[config.mk]
export PLATFORM = sky130hd
export DESIGN_NAME = tri_channel_ctrl
export DESIGN_NICKNAME = d
export VERILOG_FILES = /design/src/rtl/apu_pkg.sv /design/src/rtl/apu_length_counter.sv /design/src/rtl/tri_channel_ctrl.sv
export SDC_FILE = /design/constraint.sdc
export NUM_CORES = 1
export LEC_CHECK = 0
export CORE_MARGIN = 2
export CORE_UTILIZATION = 50
export DETAILED_ROUTE_END_ITERATION = 7
export GPL_ROUTABILITY_DRIVEN = 0
export PLACE_DENSITY_LB_ADDON = 0.1
export SETUP_SLACK_MARGIN = 0.15
export SLEW_MARGIN = 25
export SYNTH_ARGS = -nofsm -noshare
export SYNTH_HDL_FRONTEND = slang
export SYNTH_SLANG_ARGS = --single-unit
[constraint.sdc]
create_clock -name clk -period 4.1 [get_ports clk]
set_clock_uncertainty 0.15 [all_clocks]
set_input_delay 0.615 -clock clk [delete_from_list [all_inputs] [get_ports clk]]
set_output_delay 0.615 -clock clk [all_outputs]
set_load 0.02 [all_outputs]
[src/rtl/apu_pkg.sv]
// Shared APU definitions: length-counter load table and register offsets.
// Imported by the triangle front end and the reusable length counter.
package apu_pkg;

    localparam logic [1:0] REG_LINEAR   = 2'd0;
    localparam logic [1:0] REG_TIMER_LO = 2'd2;
    localparam logic [1:0] REG_TIMER_HI = 2'd3;

    localparam logic [7:0] LENGTH_TABLE [32] = '{
        8'd10,  8'd254, 8'd20,  8'd2,   8'd40,  8'd4,   8'd80,  8'd6,
        8'd160, 8'd8,   8'd60,  8'd10,  8'd14,  8'd12,  8'd26,  8'd14,
        8'd12,  8'd16,  8'd24,  8'd18,  8'd48,  8'd20,  8'd96,  8'd22,
        8'd192, 8'd24,  8'd72,  8'd26,  8'd16,  8'd28,  8'd32,  8'd30
    };

    function automatic logic [7:0] length_lookup(input logic [4:0] idx);
        return LENGTH_TABLE[idx];
    endfunction

endpackage

[src/rtl/apu_length_counter.sv]
// APU length counter: table load, half-frame decrement, halt and enable.
// Shared by the triangle, pulse and noise channels.
module apu_length_counter
    import apu_pkg::*;
(
    input  logic       clk,
    input  logic       reset,
    input  logic       cpu_en,
    input  logic       halt_i,
    input  logic       load_i,
    input  logic [4:0] load_idx_i,
    input  logic       enable_i,
    input  logic       half_frame_i,
    output logic       active_o
);

    logic [7:0] len_q;
    logic [7:0] len_d;

    // Disable beats load, and load beats a same-cycle decrement.
    always_comb begin
        len_d = len_q;
        if (!enable_i) begin
            len_d = '0;
        end else if (load_i) begin
            len_d = length_lookup(load_idx_i);
        end else if (half_frame_i && !halt_i && (len_q != 8'd0)) begin
            len_d = len_q - 8'd1;
        end
    end

    always_ff @(posedge clk) begin
        if (reset) begin
            len_q <= '0;
        end else if (cpu_en) begin
            len_q <= len_d;
        end
    end

    assign active_o = (len_q != 8'd0);

endmodule

[src/rtl/tri_channel_ctrl.sv]
// Triangle channel control: register decode, period timer, linear counter.
// Define TRI_ULTRASONIC_MUTE_EN to freeze the sequencer for periods below 2.
module tri_channel_ctrl
    import apu_pkg::*;
#(
    parameter int TIMER_W = 11
) (
    input  logic       clk,
    input  logic       reset,
    input  logic       cpu_en,
    input  logic       reg_we,
    input  logic [1:0] reg_addr,
    input  logic [7:0] reg_wdata,
    input  logic       channel_en,
    input  logic       quarter_frame,
    input  logic       half_frame,
    output logic       next_step,
    output logic       length_active
);

    logic [TIMER_W-1:0] period_q, period_d;
    logic [TIMER_W-1:0] timer_q, timer_d;
    logic [6:0]         linear_q, linear_d;
    logic [6:0]         reload_val_q, reload_val_d;
    logic               ctrl_q, ctrl_d;
    logic               reload_flag_q, reload_flag_d;
    logic               next_step_q, next_step_d;
    logic               len_active;
    logic               timer_evt;
    logic               hi_wr;
    logic               gate;

    assign hi_wr     = reg_we && (reg_addr == REG_TIMER_HI);
    assign timer_evt = (timer_q == '0);

`ifdef TRI_ULTRASONIC_MUTE_EN
    assign gate = (period_q >= TIMER_W'(2));
`else
    assign gate = 1'b1;
`endif

    always_comb begin
        period_d      = period_q;
        reload_val_d  = reload_val_q;
        ctrl_d        = ctrl_q;
        linear_d      = linear_q;
        reload_flag_d = reload_flag_q;
        timer_d       = timer_evt ? period_q : (timer_q - TIMER_W'(1));
        next_step_d   = timer_evt && (linear_q != 7'd0) && len_active && gate;

        // Quarter tick sees the pre-write flag; a $400B write re-arms it after.
        if (quarter_frame) begin
            if (reload_flag_q) begin
                linear_d = reload_val_q;
            end else if (linear_q != 7'd0) begin
                linear_d = linear_q - 7'd1;
            end
            if (!ctrl_q) begin
                reload_flag_d = 1'b0;
            end
        end

        if (reg_we) begin
            unique case (reg_addr)
                REG_LINEAR: begin
                    ctrl_d       = reg_wdata[7];
                    reload_val_d = reg_wdata[6:0];
                end
                REG_TIMER_LO: period_d[7:0] = reg_wdata;
                REG_TIMER_HI: begin
                    period_d[TIMER_W-1:8] = reg_wdata[TIMER_W-9:0];
                    reload_flag_d         = 1'b1;
                end
                default: ;
            endcase
        end
    end

    always_ff @(posedge clk) begin
        if (reset) begin
            period_q      <= '0;
            timer_q       <= '0;
            linear_q      <= '0;
            reload_val_q  <= '0;
            ctrl_q        <= 1'b0;
            reload_flag_q <= 1'b0;
            next_step_q   <= 1'b0;
        end else if (cpu_en) begin
            period_q      <= period_d;
            timer_q       <= timer_d;
            linear_q      <= linear_d;
            reload_val_q  <= reload_val_d;
            ctrl_q        <= ctrl_d;
            reload_flag_q <= reload_flag_d;
            next_step_q   <= next_step_d;
        end
    end

    apu_length_counter u_len (
        .clk          (clk),
        .reset        (reset),
        .cpu_en       (cpu_en),
        .halt_i       (ctrl_q),
        .load_i       (hi_wr),
        .load_idx_i   (reg_wdata[7:3]),
        .enable_i     (channel_en),
        .half_frame_i (half_frame),
        .active_o     (len_active)
    );

    assign next_step     = next_step_q;
    assign length_active = len_active;

endmodule
* After elaboration in Yosys (flattened, before gate mapping)
Memory sizes are Yosys's and may differ from the RTL's.
Index checks and enable logic that the tools add are counted.
** Cells by class
- $add $sub $neg :: 3
- Multipliers :: 0
- Div/mod/pow operators :: 0
- Order comparisons :: 1
- Eq/ne operators :: 3
- Shifts and indexed selects :: 0
- Muxes and demuxes :: 12
- Bitwise logic cells :: 1
- Reduce and logical (&&, ||, !) cells :: 16
** Operators by type and width (count)
- $mux W8 :: 5
- $mux W7 :: 2
- $reduce_and A3 Y1 :: 4
- $logic_not A11 Y1 :: 1
- $mux W11 :: 1
- $sub A11 B1 Y11 const B :: 1
- $reduce_bool A8 Y1 :: 1
- $sub A8 B1 Y8 const B :: 1
- $reduce_bool A7 Y1 :: 1
- $sub A7 B1 Y7 const B :: 1
- $ge A6 B6 Y1 const B :: 1
- $not A5 Y6 :: 1
- $logic_and A1 B1 Y1 :: 5
- $eq A2 B2 Y1 const B :: 2
- $mux W1 :: 4
- $ne A3 B1 Y1 const B :: 1
- $logic_not A2 Y1 :: 1
- $reduce_and A2 Y1 :: 1
- $reduce_bool A2 Y1 :: 1
- $logic_not A1 Y1 :: 1
** Word-level totals
- Register bits after elaboration :: 47
- Bits in latches :: 0
- Bits in writable memories :: 0
- Memory bits (read-only) :: 256
- Input port bits :: 17
- Output and inout bits :: 2
- Logic and storage cells :: 46
- Memories :: 1
** Memories
- (no name shown) :: depth 32, width 8, read ports 1, clocked after Yosys merged registers in 0, wr ports 0, line apu_pkg.sv:17 : return LENGTH_TABLE[idx];

* Logic depth before layout (Yosys ltp)
- Depth after elaboration :: 6
- Gate-level depth with buffers :: 8
- Gate-level depth less buffers :: 7

* Modules after synthesis
From an unflattened synthesis, not the netlist that was laid out.
** Second synthesis, totals
- Cell total of the unflattened synthesis :: 350
- Area total of the unflattened synthesis :: 2905.3 µm²
** By module, submodules not included
- tri_channel_ctrl :: times used 1, cells each 229, area each 1948.1 µm², sequential area each 780.7 µm²
- apu_length_counter :: times used 1, cells each 121, area each 957.2 µm², sequential area each 160.2 µm²

* Worst setup path after synthesis
No wires, ideal clock.
- Kind :: input-to-reg
- Start :: input port reg_wdata[3]
- End :: register u_len.len_q[3]
- Setup time :: 0.136 ns
- Arrival time :: 1.923 ns
- Data required time :: 3.814 ns
- Path slack :: 1.891 ns
- Stages :: 8
- Path buffers :: 1
- Cells stage by stage :: clkbuf_1 -> inv_1 -> ha_1 -> a211oi_1 -> a21boi_0 -> a31oi_1 -> a31oi_1 -> o22ai_1
** On the way
- Word-level cells in the longest chain between the ends :: 6
** RTL lines
- start: declaration :: line tri_channel_ctrl.sv:13 : input logic [7:0] reg_wdata,
- $not A5 Y6 (not written as such) :: line apu_pkg.sv:17
- $mem_v2 Z32 W8
- $mux W8 (not written as such) (2 in a row) :: line apu_pkg.sv:17
- $mux W8 :: line apu_length_counter.sv:25 : end else if (load_i) begin
- $mux W8 :: line apu_length_counter.sv:23 : if (!enable_i) begin
- end signal: assignment :: line apu_length_counter.sv:36 : len_q <= len_d;
- end: declaration :: line apu_length_counter.sv:17 : logic [7:0] len_q;
Every way passes these cells. The select of a mux whose other input is x is not followed.
A chain may end at the register's enable or synchronous reset.

* Worst setup path after layout
- Start :: register u_len.len_q[4]
- End :: output port length_active
** On the way
- Word-level cells in the longest chain between the ends :: 1
** RTL lines
- $reduce_bool A8 Y1 :: line apu_length_counter.sv:40 : assign active_o = (len_q != 8'd0);
- end: declaration :: line tri_channel_ctrl.sv:18 : output logic length_active
Every way passes these cells.

==> run summary <==
The logs give 2 for the maximum number of buffers from clock root to sink and 44 for the pin count of the biggest net entering global routing. The buffer count from post-CTS setup fixing is 0, and the maximum level of the CTS H-tree is 2. The first detailed-routing pass ran for 5 iterations. From left edge to right edge, the die measures 77.4 um.

The number of diodes added for antenna fixing is 0. The cell sitting at the root of the clock tree is a sky130_fd_sc_hd__clkbuf_8. The ratio of cells with drive above 1 in the final layout was 0.0495; the met3 layer wire length in the routed design was 221 um.

Summed over all nets, the half-perimeter wirelength after detailed placement is 4530 um. The global router's overall resource usage was 0.218. For the number of routed nets with antenna violations, the log shows 0.

The most common cell in the netlist was sky130_fd_sc_hd__dfxtp_1. For the worst-skew pair, the clock arrives at the later sink with an insertion delay of 0.30 ns. The portion of synthesized cell area occupied by the leading cell type was 0.349; the count of final hold-check violations was 0. From bottom edge to top edge, the die measures 77.4 um.

The finished cells cover 0.00302 mm^2. The die covers 0.00599 mm^2. The highest metal layer carrying signal wires in the routed design is met4.

The placed instances occupy a cell area of 0.00290 mm^2. Achievable frequency: 351 MHz. The tools report the number of hold buffers added after cts as 0. Prevailing post-synth register cell: sky130_fd_sc_hd__dfxtp_1. CTS saw 47 sinks. The count of buffers added on input and output ports is 18. In the post-synthesis netlist, the biggest area contributors are sky130_fd_sc_hd__dfxtp_1 35%, sky130_fd_sc_hd__a21oi_1 7.8%, sky130_fd_sc_hd__nand2_1 6.3%.

The startpoint-to-endpoint class of the critical path was reg2out. Vias per cell: 5.79. The detailed router finished its first iteration with 147 violations. Summed over all layers, the routed wires come to 6330 um. After floorplanning, the core was divided into 26 placement rows. The worst-margin pin slew is 0.863 ns. Sorting the synthesized cells by how often they occur yields 47 x sky130_fd_sc_hd__dfxtp_1, 45 x sky130_fd_sc_hd__nand2_1, 42 x sky130_fd_sc_hd__a21oi_1. STA puts the critical path data required time at 3.34 ns. The tools report the via count of the first global-routing pass as 2360. The async set or reset register ratio after synthesis came out at 0. The run finished with clean final reports. The setup check on the worst reg-to-reg path leaves a slack of 1.52 ns. In the synthesized netlist, the number of instances is 355.

The number of maximum-capacitance violations was 0; the clock period minus worst slack was 2.85 ns. IR analysis of the VDD net gives a maximum drop of 446 uV. After detailed routing, the met2 layer carries 2890 um of wire.

The tools report the post-place setup slack as 1.21 ns. The tools report the type of destination of the critical path as an output port. Fraction of the cycle the final worst path needs: 0.694.

The maximum net fanout on the critical path is 4, and the tightest slew margin relative to the limit is 0.420. Each instance of the synthesized netlist takes up on average 7.59 um^2. The total global routing overflow came out at 0. The initial antenna violation count was 0; the number of slew-limit violations in the final report was 0. The number of synthesized register bits was 47. Summing every instance area after synthesis gives 0.00269 mm^2. Post-detailed-route DRC marker count: 0. Counting the buffers created by CTS gives 5. The Yosys step of the flow raised 0 warnings.

The portion of the post-synthesis area used by sequential elements is 0.349, and the final core utilization is 0.587. The classification of the worst-slack hold path was reg2reg. Overall power consumption after layout is estimated at 1810 uW. The tools report the starting density of the core as 0.524. In the post-route analysis, the smallest setup slack over all paths is 1.25 ns. The count of flip-flops with a built-in enable after synthesis was 0. Number of unique standard cell types used by synthesis: 51. For the final routed database, the setup TNS stands at 0 ns.

Synthesis produced a netlist with a net count of 384. The number of gates resized after CTS was 0. Data on the critical path arrives at its endpoint at 2.08 ns. TritonCTS built the clock tree.

The wire length on met1 is 3150 um, and the areal power density over the cells is 599 mW/mm^2. The core outline area came out at 0.00514 mm^2. The synthesized design spends more area on one cell type than any other, namely sky130_fd_sc_hd__dfxtp_1. Setup repair after global routing left no endpoint under its margin. The register clock-pin slew on the reported worst setup and hold paths was 0.09 ns; the number of endpoints failing setup at the final stage was 0. The number of nets in the final layout was 392.

Startpoint kind of the worst setup timing path: a flip-flop. Dividing the detail-routed wire length by the instance count gives 14.6 um. The detailed router placed 2513 vias in this run. The number of ports placed on the die boundary is 19. The first-pass GRT wire length is 10800 um. Cell leakage power: 0.00110 uW. From synthesis to final layout, the design area changed by 12.0%.
[where the power goes]
part / total, uW / switching (uW) / internal [uW]
sequential: 623 / 83.1 / 540
clock: 349 / 164 / 185
combinational: 835 / 472 / 363
total: 1810 / 719 / 1090
[sequential cells by signal (all words and copies together), names as in the netlist]
name / count
ctrl_q: 1
u_len.len_q: 8
period_q: 11
reload_val_q: 7
linear_q: 7
reload_flag_q: 1
timer_q: 11
next_step: 1
[worst max-delay path, stage by stage, from the launching register on]
cell and delay, ns:
sky130_fd_sc_hd__dfxtp_1 0.35, sky130_fd_sc_hd__nor4_1 0.55, sky130_fd_sc_hd__nand3_1 0.28, sky130_fd_sc_hd__clkdlybuf4s50_1 0.61
[cell type report]
| type | instances | area (um^2) |
|---|---|---|
| fillers | 504 | 2120 |
| multi-input cells | 266 | 1590 |
| flip-flops and latches | 47 | 941 |
| repair buffers | 21 | 203 |
| well taps | 70 | 87.6 |
| inverters | 22 | 82.6 |
| clock buffers | 5 | 68.8 |
| clock inverters | 3 | 47.5 |
[layer usage]
layer,GRT usage,vias to the layer above
li1,-,1287
met1,0.305,1169
met2,0.348,51
met3,0.0477,6
met4,0.0464,0
met5,0,-
[cells by family after synthesis]
| kind of cell | count (synthesis) | synth area share |
|---|---|---|
| flops | 47 | 0.349 |
| mux | 11 | 0.0418 |
| fa+ha+maj | 12 | 0.0557 |
| simple gates | 140 | 0.259 |
| buf+inv | 42 | 0.0618 |
| compound gates | 103 | 0.232 |
[placed cells by master (no fill, tap or decap), types with 4 or more instances in the layout]
cell type                         Yosys  layout
sky130_fd_sc_hd__nor2_1              34      34
sky130_fd_sc_hd__a22oi_1              4       4
sky130_fd_sc_hd__nor3_1              10      10
sky130_fd_sc_hd__nand3_1             13      13
sky130_fd_sc_hd__nor4_1               4       4
sky130_fd_sc_hd__o22ai_1              8       8
sky130_fd_sc_hd__o21ai_0             15      15
sky130_fd_sc_hd__ha_1                12      12
sky130_fd_sc_hd__clkbuf_8             0       5
sky130_fd_sc_hd__mux2i_1              9       9
sky130_fd_sc_hd__inv_1               22      22
sky130_fd_sc_hd__o31ai_1              4       4
sky130_fd_sc_hd__clkdlybuf4s50_1      0      18
sky130_fd_sc_hd__a21oi_1             42      42
sky130_fd_sc_hd__nand2b_1             7       7
sky130_fd_sc_hd__nand2_1             45      45
sky130_fd_sc_hd__dfxtp_1             47      47
sky130_fd_sc_hd__or3_1                4       4
sky130_fd_sc_hd__a32oi_1              4       4
sky130_fd_sc_hd__a31oi_1             11      11
[through the flow]
step,hold WS (ns),cells
detailed placement,0.299,426
global route,0.333,434
floorplan,0.279,355
global placement,0.297,426
finish,0.311,434
CTS,0.313,434
[worst paths after layout]
kind	start	to	cells past startpoint
worst max-delay path	u_len.len_q[4]	length_active	3
worst min-delay path	u_len.len_q[7]	u_len.len_q[7]	2
worst max register to register	timer_q[0]	timer_q[0]	7
worst min register to register	u_len.len_q[7]	u_len.len_q[7]	2
(Power assumes the default switching activity.)
